===== src/rtl/positron_layer_seq.sv =====
// ---------------------------------------------------------------------------
// positron_layer_seq
//
// Frame sequencer and result serializer for a positron layer.
//
// The upstream posit stream passes straight through to the positron array.
// This block counts the words into frames and marks the first and last word
// of each frame (pe_sow_o / pe_eow_o). Each closed frame pushes its DMA-last
// status into a small tag FIFO. When the array presents its parallel
// results, they are captured into one of two ping-pong banks together with
// the oldest tag. The banks are then streamed downstream OUT_LANES posits
// per beat, with a lane keep mask, under full backpressure.
//
// Parameters
//   POSIT_WIDTH           bits per posit
//   NB_UPSTREAM_POSITRON  nominal words per frame (>= 1)
//   NB_POSITRON           results per frame
//   OUT_LANES             posits per output beat (1..NB_POSITRON)
//   TLAST_MODE            0: eow_o only on frames closed by eow_i,
//                         1: eow_o on every frame
//
// Ports
//   clk, rst                 clock, asynchronous active-high reset
//   rts_i / rtr_o            upstream valid / ready
//   eow_i, posit_i           upstream DMA-last flag and word
//   pe_rts_o / pe_rtr_i      array input valid / ready
//   pe_sow_o, pe_eow_o       frame first / last word to the array
//   pe_posit_o               word to the array
//   res_rts_i / res_rtr_o    array result valid / ready
//   res_data_i               results, index k at bits [k*W +: W]
//   rts_o / rtr_i            downstream valid / ready
//   eow_o                    last beat of a tagged frame
//   keep_o                   lane valid mask
//   posit_o                  output lanes, lane l at bits [l*W +: W]
//   short_frame_o            one-cycle pulse after a frame closed early
//   frame_cnt_o              closed-frame count, wraps
//   err_o                    sticky: result arrived with no pending tag
// ---------------------------------------------------------------------------
module positron_layer_seq #(
    parameter int POSIT_WIDTH          = 16,
    parameter int NB_UPSTREAM_POSITRON = 784,
    parameter int NB_POSITRON          = 20,
    parameter int OUT_LANES            = 1,
    parameter int TLAST_MODE           = 0
) (
    input  logic                                clk,
    input  logic                                rst,
    // upstream stream
    input  logic                                rts_i,
    output logic                                rtr_o,
    input  logic                                eow_i,
    input  logic [POSIT_WIDTH-1:0]              posit_i,
    // array input
    output logic                                pe_rts_o,
    input  logic                                pe_rtr_i,
    output logic                                pe_sow_o,
    output logic                                pe_eow_o,
    output logic [POSIT_WIDTH-1:0]              pe_posit_o,
    // array results
    input  logic                                res_rts_i,
    output logic                                res_rtr_o,
    input  logic [NB_POSITRON*POSIT_WIDTH-1:0]  res_data_i,
    // downstream stream
    output logic                                rts_o,
    input  logic                                rtr_i,
    output logic                                eow_o,
    output logic [OUT_LANES-1:0]                keep_o,
    output logic [OUT_LANES*POSIT_WIDTH-1:0]    posit_o,
    // status
    output logic                                short_frame_o,
    output logic [15:0]                         frame_cnt_o,
    output logic                                err_o
);

    localparam int W        = POSIT_WIDTH;
    localparam int N        = NB_UPSTREAM_POSITRON;
    localparam int RES_W    = NB_POSITRON * W;
    localparam int OUT_W    = OUT_LANES * W;
    localparam int NB_BEATS = (NB_POSITRON + OUT_LANES - 1) / OUT_LANES;
    localparam int WC_W     = (N > 1) ? $clog2(N) : 1;
    localparam int B_W      = (NB_BEATS > 1) ? $clog2(NB_BEATS) : 1;

    localparam logic [WC_W-1:0] WC_LAST = WC_W'(N - 1);
    localparam logic [B_W-1:0]  B_LAST  = B_W'(NB_BEATS - 1);

    typedef enum logic {
        IDLE   = 1'b0,
        STREAM = 1'b1
    } state_t;

    // ------------------------------------------------------------------
    // Input path and framing
    // ------------------------------------------------------------------
    logic [WC_W-1:0] wc;
    logic            accept;
    logic            frame_close;

    // Tag FIFO: two entries, head always at index 0.
    logic [1:0]      tq_mem;
    logic [1:0]      tq_mem_nxt;
    logic [1:0]      tq_cnt;
    logic [1:0]      tq_cnt_nxt;
    logic            tagq_full;
    logic            tag_pop;
    logic            cap_tag;

    // Result capture
    logic            cap;
    logic [RES_W-1:0] bank_data [2];
    logic [1:0]      bank_tag;
    logic [1:0]      full;
    logic [1:0]      full_nxt;
    logic [1:0]      full_eff;
    logic            wr_bank;
    logic            rd_bank;
    logic            rd_bank_nxt;

    // Output FSM
    state_t          state;
    state_t          state_nxt;
    logic [B_W-1:0]  beat;
    logic [B_W-1:0]  beat_nxt;
    logic            handshake;
    logic            last_hs;

    // Next values of the registered beat outputs
    logic [RES_W-1:0] sel_data;
    logic             sel_tag;
    logic [OUT_W-1:0] posit_nxt;
    logic [OUT_LANES-1:0] keep_nxt;
    logic             eow_nxt;
    int               idx;

    assign tagq_full   = (tq_cnt == 2'd2);
    assign rtr_o       = pe_rtr_i & ~tagq_full;
    assign pe_rts_o    = rts_i;
    assign pe_posit_o  = posit_i;
    assign pe_sow_o    = rts_i & (wc == '0);
    assign pe_eow_o    = rts_i & ((wc == WC_LAST) | eow_i);
    assign accept      = rts_i & rtr_o;
    assign frame_close = accept & pe_eow_o;

    // Word counter, frame counter and short-frame pulse. A frame closed by
    // eow_i exactly on the nominal last word is a normal close.
    always_ff @(posedge clk or posedge rst) begin
        if (rst) begin
            wc            <= '0;
            frame_cnt_o   <= '0;
            short_frame_o <= 1'b0;
        end else begin
            short_frame_o <= frame_close & eow_i & (wc != WC_LAST);
            if (accept) begin
                wc <= pe_eow_o ? '0 : wc + WC_W'(1);
            end
            if (frame_close) begin
                frame_cnt_o <= frame_cnt_o + 16'd1;
            end
        end
    end

    // ------------------------------------------------------------------
    // Tag FIFO. A pop (result capture) and a push (frame close) can land in
    // the same cycle; the pop shifts first so the push goes behind it.
    // ------------------------------------------------------------------
    assign cap     = res_rts_i & res_rtr_o;
    assign tag_pop = cap & (tq_cnt != 2'd0);
    assign cap_tag = tag_pop & tq_mem[0];

    always_comb begin
        tq_mem_nxt = tq_mem;
        tq_cnt_nxt = tq_cnt;
        if (tag_pop) begin
            tq_mem_nxt[0] = tq_mem[1];
            tq_cnt_nxt    = tq_cnt - 2'd1;
        end
        if (frame_close) begin
            tq_mem_nxt[tq_cnt_nxt[0]] = eow_i;
            tq_cnt_nxt                = tq_cnt_nxt + 2'd1;
        end
    end

    always_ff @(posedge clk or posedge rst) begin
        if (rst) begin
            tq_mem <= '0;
            tq_cnt <= '0;
        end else begin
            tq_mem <= tq_mem_nxt;
            tq_cnt <= tq_cnt_nxt;
        end
    end

    // ------------------------------------------------------------------
    // Ping-pong banks. Capture and release always target different banks:
    // capture needs the write bank empty, release needs the read bank full.
    // ------------------------------------------------------------------
    always_comb begin
        full_nxt = full;
        if (cap) begin
            full_nxt[wr_bank] = 1'b1;
        end
        if (last_hs) begin
            full_nxt[rd_bank] = 1'b0;
        end
    end

    // Bank occupancy including a capture happening this cycle, so the
    // streamer can start (or continue) without waiting a cycle for the flag.
    always_comb begin
        full_eff = full;
        if (cap) begin
            full_eff[wr_bank] = 1'b1;
        end
    end

    always_ff @(posedge clk or posedge rst) begin
        if (rst) begin
            full      <= '0;
            bank_tag  <= '0;
            wr_bank   <= 1'b0;
            res_rtr_o <= 1'b1;
            err_o     <= 1'b0;
        end else begin
            full      <= full_nxt;
            wr_bank   <= wr_bank ^ cap;
            res_rtr_o <= ~full_nxt[wr_bank ^ cap];
            if (cap) begin
                bank_tag[wr_bank] <= cap_tag;
                if (tq_cnt == 2'd0) begin
                    err_o <= 1'b1;
                end
            end
        end
    end

    // Result payload needs no reset; it is only read while its bank is full.
    always_ff @(posedge clk) begin
        if (cap) begin
            bank_data[wr_bank] <= res_data_i;
        end
    end

    // ------------------------------------------------------------------
    // Output FSM
    // ------------------------------------------------------------------
    assign rts_o     = (state == STREAM);
    assign handshake = rts_o & rtr_i;
    assign last_hs   = handshake & (beat == B_LAST);

    // State register, together with the registered beat outputs.
    always_ff @(posedge clk or posedge rst) begin
        if (rst) begin
            state   <= IDLE;
            beat    <= '0;
            rd_bank <= 1'b0;
            posit_o <= '0;
            keep_o  <= '0;
            eow_o   <= 1'b0;
        end else begin
            state   <= state_nxt;
            beat    <= beat_nxt;
            rd_bank <= rd_bank_nxt;
            posit_o <= posit_nxt;
            keep_o  <= keep_nxt;
            eow_o   <= eow_nxt;
        end
    end

    // Next state. After the last beat the other bank follows immediately
    // when it is already full, so back-to-back frames have no idle beat.
    always_comb begin
        state_nxt   = state;
        beat_nxt    = beat;
        rd_bank_nxt = rd_bank;
        case (state)
            IDLE: begin
                beat_nxt = '0;
                if (full_eff[rd_bank]) begin
                    state_nxt = STREAM;
                end
            end
            STREAM: begin
                if (handshake) begin
                    if (beat == B_LAST) begin
                        beat_nxt    = '0;
                        rd_bank_nxt = ~rd_bank;
                        state_nxt   = full_eff[~rd_bank] ? STREAM : IDLE;
                    end else begin
                        beat_nxt = beat + B_W'(1);
                    end
                end
            end
        endcase
    end

    // Beat contents for the next cycle. Recomputing from the same bank and
    // beat while stalled keeps the outputs stable, since a full bank is
    // never overwritten. Lanes past the last result carry keep=0, data=0.
    always_comb begin
        sel_data  = bank_data[rd_bank_nxt];
        sel_tag   = bank_tag[rd_bank_nxt];
        posit_nxt = '0;
        keep_nxt  = '0;
        eow_nxt   = 1'b0;
        idx       = 0;
        if (cap && (wr_bank == rd_bank_nxt)) begin
            sel_data = res_data_i;
            sel_tag  = cap_tag;
        end
        if (state_nxt == STREAM) begin
            for (int l = 0; l < OUT_LANES; l++) begin
                idx = int'(beat_nxt) * OUT_LANES + l;
                if (idx < NB_POSITRON) begin
                    keep_nxt[l]          = 1'b1;
                    posit_nxt[l*W +: W]  = sel_data[idx*W +: W];
                end
            end
            eow_nxt = (beat_nxt == B_LAST) & (sel_tag | (TLAST_MODE != 0));
        end
    end

endmodule


===== config.mk =====
export PLATFORM = sky130hd
export DESIGN_NAME = positron_layer_seq
export DESIGN_NICKNAME = d
export VERILOG_FILES = /design/src/rtl/positron_layer_seq.sv
export SDC_FILE = /design/constraint.sdc
export NUM_CORES = 1
export LEC_CHECK = 0
export CORE_MARGIN = 4
export CORE_UTILIZATION = 55
export DETAILED_ROUTE_END_ITERATION = 6
export PLACE_DENSITY_LB_ADDON = 0.05
export SETUP_SLACK_MARGIN = 0.02
export SYNTH_ARGS = -nofsm -noshare
export SYNTH_HDL_FRONTEND = slang
export SYNTH_SLANG_ARGS = --single-unit

===== constraint.sdc =====
create_clock -name clk -period 21.1 [get_ports clk]
set_input_delay 6.33 -clock clk [delete_from_list [all_inputs] [get_ports clk]]
set_output_delay 6.33 -clock clk [all_outputs]
set_load 0.005 [all_outputs]

==> qor.yml, run 1 <==
yosys:
  ys_types: 64
  synth-compound-area-share: 0.139
  synthesis.area_um2: 31100
  synth-seq-area-share: 0.669
  synth_top_family_by_area: "simple AND/OR/NAND/NOR gates"
  ys.flop_type: "edfxtp_1"
  synth_fa_ha_area_frac: 0.00362
  syn_avg_cell_area_um2: 11.5
  yosysTopAreaCellShare: 0.619
  synth_top_area_cell: "edfxtp_1"
  synth_edf_count: 640
  synth_xor_area_frac: 0.00705
  syn_inst: 2691
  syn-num-nets: 3043
  synth-async-reset-ratio: 0.0896
  yosys_warnings: 0
  synthTopCellsByArea: "edfxtp_1 62%, nand2_1 8.2%, dfrtp_1 5.0%, a31oi_1 3.1%, a211oi_1 2.1%"
  synth_simple_gate_area_frac: 0.142
  synth.area.mux_share: 0.00403
  synth-seq-cells: 703
clocking:
  clock_sinks: 703
  root_buffer: "clkbuf_16"
  clkTransAtPathRegs_ns: 0.06
  clockBufferDepth: 3
  cts_tree: "done"
  clock_latency_ns: 0.61
  post_cts_resized: 0
  htree_levels: 3
  numCtsBuffers: 74
  cts_setup_buffers: 0
  hold_buffers: 0
routing:
  wire_per_inst_um: 24.6
  drt_wl_total_um: 93000
  ant_nets: 0
  firstDrtPassIters: 7
  routed-via-count: 23200
  post-route-drc-count: 0
  vias_per_cell: 6.15
  dr.first_iter.drc_count: 2714
timing:
  fin_crit_sh: 0.672
  slew_headroom: 0.253
  max_clock_freq_ghz: 0.0705
  tightestPinTransition_ns: 1.12
  rsz0062_at_grt: "false"
  report.final.slew_viol_count: 0
  clock_skew_ns: 0.0140
  holdWs_ns: 0.459
  tns_ns: 0
  setup_violations: 0
  hold_violations: 0
  post-route-min-period_ns: 14.19
final_layout:
  final_cell_mix: "680 x nand2_1, 640 x edfxtp_1, 368 x clkdlybuf4s50_1"
  seq_area_um2: 20800
  final_cell_area_um2: 37500
  fin_nets: 3304
  fill_cells: 4274
  multi_input_area_um2: 9290
  synthToLayoutAreaGrowth_pct: 20.7
  drive_gt1_frac: 0.0509
  layout.cells.most_common: "nand2_1"
power:
  combPwrFrac: 0.378
  p_sw_uw: 1800
  power_leakage_uw: 0.0131
  pwr-share-seq: 0.357
  peakVddDrop_uv: 116
  clockPowerShare: 0.265
  swShare: 0.374
  power.density_nw_per_um2: 128
  p_int_uw: 3010
critical_path:
  cp_slowest_cell: "clkdlybuf4s50_1"
  crit_type: "input pin to primary output"
  end_kind: "primary output"
  critPathMaxStageDelay_ns: 0.51
  crit_family: "buffers and inverters"
  path_max_fanout: 6
  cp.arrival_ns: 7.86
  worstPathRequired_ns: 14.77
  startpoint_type: "input pin"
  path_cells: "clkdlybuf4s50_1 > a41oi_1 > nor2b_1 > clkdlybuf4s50_1"
  worst-path-buf-inv: 2
  crit_top_cell: "clkdlybuf4s50_1"
global_route:
  grtUsageMet3: 0.0892
  grt_max_degree: 179
  grt_pass1_vias: 22100
  grt_use_total: 0.297
  overflow: 0
  grt_first_pass_wirelength_um: 136000
  antenna_found_initial: 36
  top_usage_layer: "met2"
  grt_use_met2: 0.468
  grtUsageMet1: 0.403
floorplan:
  row_count: 86
  ioPinCount: 401
  chipHeight_um: 246
  die_area_um2: 60400
  die_w_um: 246
  floorplan.initialDensity: 0.560
  core_region_area_um2: 55500
job:
  cap_viol_max_count: 0
placed_design:
  hpwl_um: 57800
  io_buffer_count: 368
  place_congestion: 0.849
  placed_area_um2: 35100
status:
  status: "finished, final reports clean"
worst_hold_path:
  hold_path_class: "register to register"
[logic make-up after synthesis]
logic type | after synthesis
simple gates | 1040
fa+ha+maj | 9
buf+inv | 234
flops | 703
compound gates | 668
mux | 12
xor+xnor | 25
[state kept, by name (all words and copies together), names as in the netlist]
signal         flops
tq_mem             2
err_o              1
eow_o              1
tq_cnt             2
wc                10
keep_o             1
full               2
bank_tag           2
short_frame_o      1
wr_bank            1
posit_o           16
res_rtr_o          1
rd_bank            1
frame_cnt_o       16
beat               5
rts_o              1
bank_data        640
[cells in the mapped netlist (3+ instances only)]
master / n
nand2_1: 681
edfxtp_1: 640
nor2_1: 164
a31oi_1: 155
a21oi_1: 124
clkbuf_1: 117
o21ai_0: 109
and3_1: 92
a211oi_1: 88
a311oi_1: 65
dfrtp_1: 62
buf_2: 52
o22ai_1: 29
buf_4: 24
buf_1: 19
nor4_1: 19
o21a_1: 17
a21boi_0: 15
a31o_1: 15
inv_1: 15
nor2b_1: 15
o31ai_1: 15
nand4_1: 14
nand3_1: 13
nand3b_1: 13
xnor2_1: 13
xor2_1: 12
ha_1: 9
mux2i_1: 8
nor3_1: 7
nand2b_1: 6
o21ai_1: 6
and2_1: 5
a21o_1: 4
buf_6: 4
mux2_2: 4
a2111oi_0: 3
a221o_1: 3
a41oi_1: 3
o211ai_1: 3
[power by group through the flow]
stage | Clock [uW] | Combinational (uW) | Sequential [uW]
2_1_floorplan | 0 | 1120 | 1770
3_3_place_gp | 0 | 1760 | 1740
3_5_place_dp | 0 | 1790 | 1740
4_1_cts | 1290 | 1800 | 1710
5_1_grt | 1350 | 1940 | 1730
6_report | 1270 | 1810 | 1710
[metrics by stage]
stage               worst slack, ns  power [uW]  cells   util
floorplan                      5.96        2880   2691      -
global placement               6.94        3500   3624  0.632
detailed placement             6.94        3530   3624  0.632
CTS                            6.93        4810   3756  0.674
global route                   6.83        5020   3769  0.675
finish                         6.91        4800   3781  0.675
[worst paths after layout]
kind | depth (start not counted) | end | start | slack [ns]
hold / removal | 1 | err_o | err_o | 0.46
setup reg to reg | 11 | posit_o[8] | beat[2] | 15.66
setup / recovery | 4 | pe_eow_o | eow_i | 6.91
hold reg to reg | 1 | err_o | err_o | 0.46
min in group asynchronous | 3 | short_frame_o | rst | 6.28
max in group asynchronous | 3 | posit_o[13] | rst | 14.25
[per-layer routing]
| layer | part of all wire | vias to the layer above |
|---|---|---|
| met5 | 0.0022 | - |
| met4 | 0.031 | 30 |
| met3 | 0.10 | 183 |
| met2 | 0.47 | 1090 |
| met1 | 0.39 | 11400 |
| li1 | - | 10500 |
[cell type report]
type                       count  share of cell area
clock buffer                  97              0.0534
multi-input combinational   1754               0.248
clock inverter                35             0.00901
tap                          748              0.0250
inverter                      18             0.00214
sequential                   703               0.555
antenna                       25             0.00167
timing repair buffer         401               0.106
Note: power is estimated with default switching activity, not from simulation.
==> run 2, diff against run 1 <==
- CORE_UTILIZATION: 55 -> 50
- clock period: 21.1 -> 11.4 ns (I/O delays scaled with it)
==> run 2 against run 1 <==
Combinational power up 89%. Worst hold slack better by 0.021 ns. Largest power group unchanged. Critical endpoint unchanged. Global-route usage down 1.3 points. Clock-buffer cell count up 8. Largest cell class unchanged. Critical path depth unchanged. First-iteration DRC count up 3.0%. Final cell count up 2.3%. Non-clock buffer count down 1. Die area up 9.7%. Sequential cell count unchanged. Clock power up 85%.
==> qor.yml, run 2 (synthesized netlist as in run 1, its figures left out) <==
critical_path:
  cp.arrival_ns: 4.95  # -2.91 ns
  rr_endpoint: "posit_o[7]"
  end_kind: "primary output"
  path_cells: "clkdlybuf4s50_1 > a41oi_1 > nor2b_1 > clkdlybuf4s50_1"
  critPathMaxStageDelay_ns: 0.50  # about the same
  path_max_fanout: 6  # unchanged
  crit_type: "input pin to primary output"
  startpoint_type: "input pin"
  crit_family: "buffers and inverters"
  worstRegToRegCells: 10  # -1
  rrSetupSlack_ns: 6.33  # -9.33 ns
  worst-path-buf-inv: 2  # unchanged
  worstPathRequired_ns: 7.98  # -6.79 ns
  reg2reg_from: "beat[2]"
  cp_slowest_cell: "clkdlybuf4s50_1"
  crit_top_cell: "clkdlybuf4s50_1"
  crit_path_start: "eow_i"
timing:
  hold_violations: 0  # unchanged
  tightestPinTransition_ns: 1.45  # +0.332 ns
  setup_violations: 0  # unchanged
  holdWs_ns: 0.480  # +0.0210 ns
  rsz0062_at_grt: "false"
  clock_skew_ns: 0.0182  # +0.00423 ns
  max_clock_freq_ghz: 0.120
  fin_crit_sh: 0.734
  tns_ns: 0  # unchanged
  slew_headroom: 0.0256  # -0.228
  report.final.slew_viol_count: 0  # unchanged
  post-route-min-period_ns: 8.37
global_route:
  grt_first_pass_wirelength_um: 144000  # +5.4%
  grt_use_total: 0.284  # -0.0129
  overflow: 0  # unchanged
  grt_pass1_vias: 22400  # +1.5%
  antenna_found_initial: 31  # -14%
  grt_max_degree: 166  # -7.3%
final_layout:
  top_regs: "bank_data (640), frame_cnt_o (16), posit_o (16)"
  regMostFlops: "bank_data"
  layout.cells.most_common: "nand2_1"
  fill_cells: 4943  # +16%
  largest_reg_flops: 640  # unchanged
  final_cell_mix: "680 x nand2_1, 640 x edfxtp_1, 368 x clkdlybuf4s50_1"
  drive_gt1_frac: 0.0532  # +0.00231
  fin_nets: 3305  # +0.030%
  multi_input_area_um2: 9300  # +0.16%
  synthToLayoutAreaGrowth_pct: 21.2
  seq_area_um2: 20800  # unchanged
worst_hold_path:
  hp-start: "frame_cnt_o[7]"
  min_to: "frame_cnt_o[7]"
  hold_depth: 1  # unchanged
  hold_path_class: "register to register"
power:
  power_leakage_uw: 0.0131  # +0.15%
  peakVddDrop_uv: 209  # +80%
  power.density_nw_per_um2: 238  # +86%
routing:
  ant_nets: 0  # unchanged
  wire_per_inst_um: 25.1  # +2.2%
  post-route-drc-count: 0  # unchanged
  vias_per_cell: 6.04  # -1.8%
  routed-via-count: 23300  # +0.44%
  dr.first_iter.drc_count: 2795  # +3.0%
  drt_wl_total_um: 97200  # +4.5%
  firstDrtPassIters: 6  # -1
placed_design:
  io_buffer_count: 368  # unchanged
  place_congestion: 0.860  # +1.3%
  hpwl_um: 60100  # +3.9%
clocking:
  clockBufferDepth: 3  # unchanged
  root_buffer: "clkbuf_16"
  clock_sinks: 703  # unchanged
  cts_setup_buffers: 0  # unchanged
  post_cts_resized: 0  # unchanged
  clock_latency_ns: 0.61  # about the same
  cts_tree: "done"
  hold_buffers: 0  # unchanged
  htree_levels: 3  # unchanged
  numCtsBuffers: 76  # +2.7%
  clkTransAtPathRegs_ns: 0.05  # about the same
floorplan:
  row_count: 91  # +5.8%
  chipHeight_um: 257  # +4.7%
  floorplan.initialDensity: 0.504  # -0.0552
  die_area_um2: 66200  # +9.7%
  core_region_area_um2: 61600  # +11%
  die_w_um: 257  # +4.7%
  ioPinCount: 401  # unchanged
status:
  status: "finished, final reports clean"
job:
  cap_viol_max_count: 0  # unchanged
run 2: cell types whose count changed in the layout (fill, tap and decap cells not counted), moves of 2 or more:
cell	change
clkinv_1	-5
bufinv_16	-5
buf_4	-6
inv_6	-2
clkinv_2	+4
clkinvlp_4	+2
buf_12	+5
clkbuf_8	+4
diode_2	-4
clkbuf_16	+4
run 2: stage by stage:
stage / total power (uW) / cells / area (um2) / util / setup slack, ns
global placement: 6570 / 3712 / 35300 / 0.572 / 3.09
global route: 9380 / 3859 / 37600 / 0.611 / 2.92
detailed placement: 6610 / 3712 / 35300 / 0.572 / 3.03
floorplan: 5300 / 2691 / 31100 / - / 2.96
CTS: 8970 / 3846 / 37600 / 0.610 / 3.03
finish: 8960 / 3867 / 37700 / 0.611 / 3.03
run 2: cell type report:
class / count / area share
diodes: 21 / 0.00140
clock buffers: 105 / 0.0573
multi-input cells: 1754 / 0.247
repair buffers: 400 / 0.107
inverters: 18 / 0.00213
well taps: 837 / 0.0278
flip-flops and latches: 703 / 0.552
clock inverters: 29 / 0.00495
run 2: worst max path at each step:
stage / slack (ns) / to / depth (start not counted)
2_1_floorplan: 2.96 / bank_tag[1] / 4
3_3_place_gp: 3.09 / pe_sow_o / 4
3_5_place_dp: 3.03 / pe_eow_o / 4
4_1_cts: 3.03 / pe_eow_o / 4
5_1_grt: 2.92 / pe_eow_o / 4
6_report: 3.03 / pe_eow_o / 4
run 2: where the power goes:
| part | internal, uW | switching (uW) |
|---|---|---|
| Combinational | 1100 | 2330 |
| Sequential | 3090 | 96.6 |
| Clock | 1360 | 990 |
| Total | 5550 | 3410 |
run 2: worst register-to-register path: stages (launching register included):
cell and delay, ns:
dfrtp_1 0.43, or3b_1 0.61, nor3_4 0.33, nor2_4 0.24, inv_8 0.54, buf_12 0.62
nand2_1 0.34, a31oi_1 0.41, nor2_1 0.09, nor4_1 1.12, a31o_1 0.27
run 2: layer usage:
metal,wire [um],global-route usage,vias to the layer above
met5,170,0,-
met4,3260,0.0970,24
met3,9450,0.0809,179
met2,45300,0.440,1027
met1,38900,0.390,11600
li1,-,-,10500
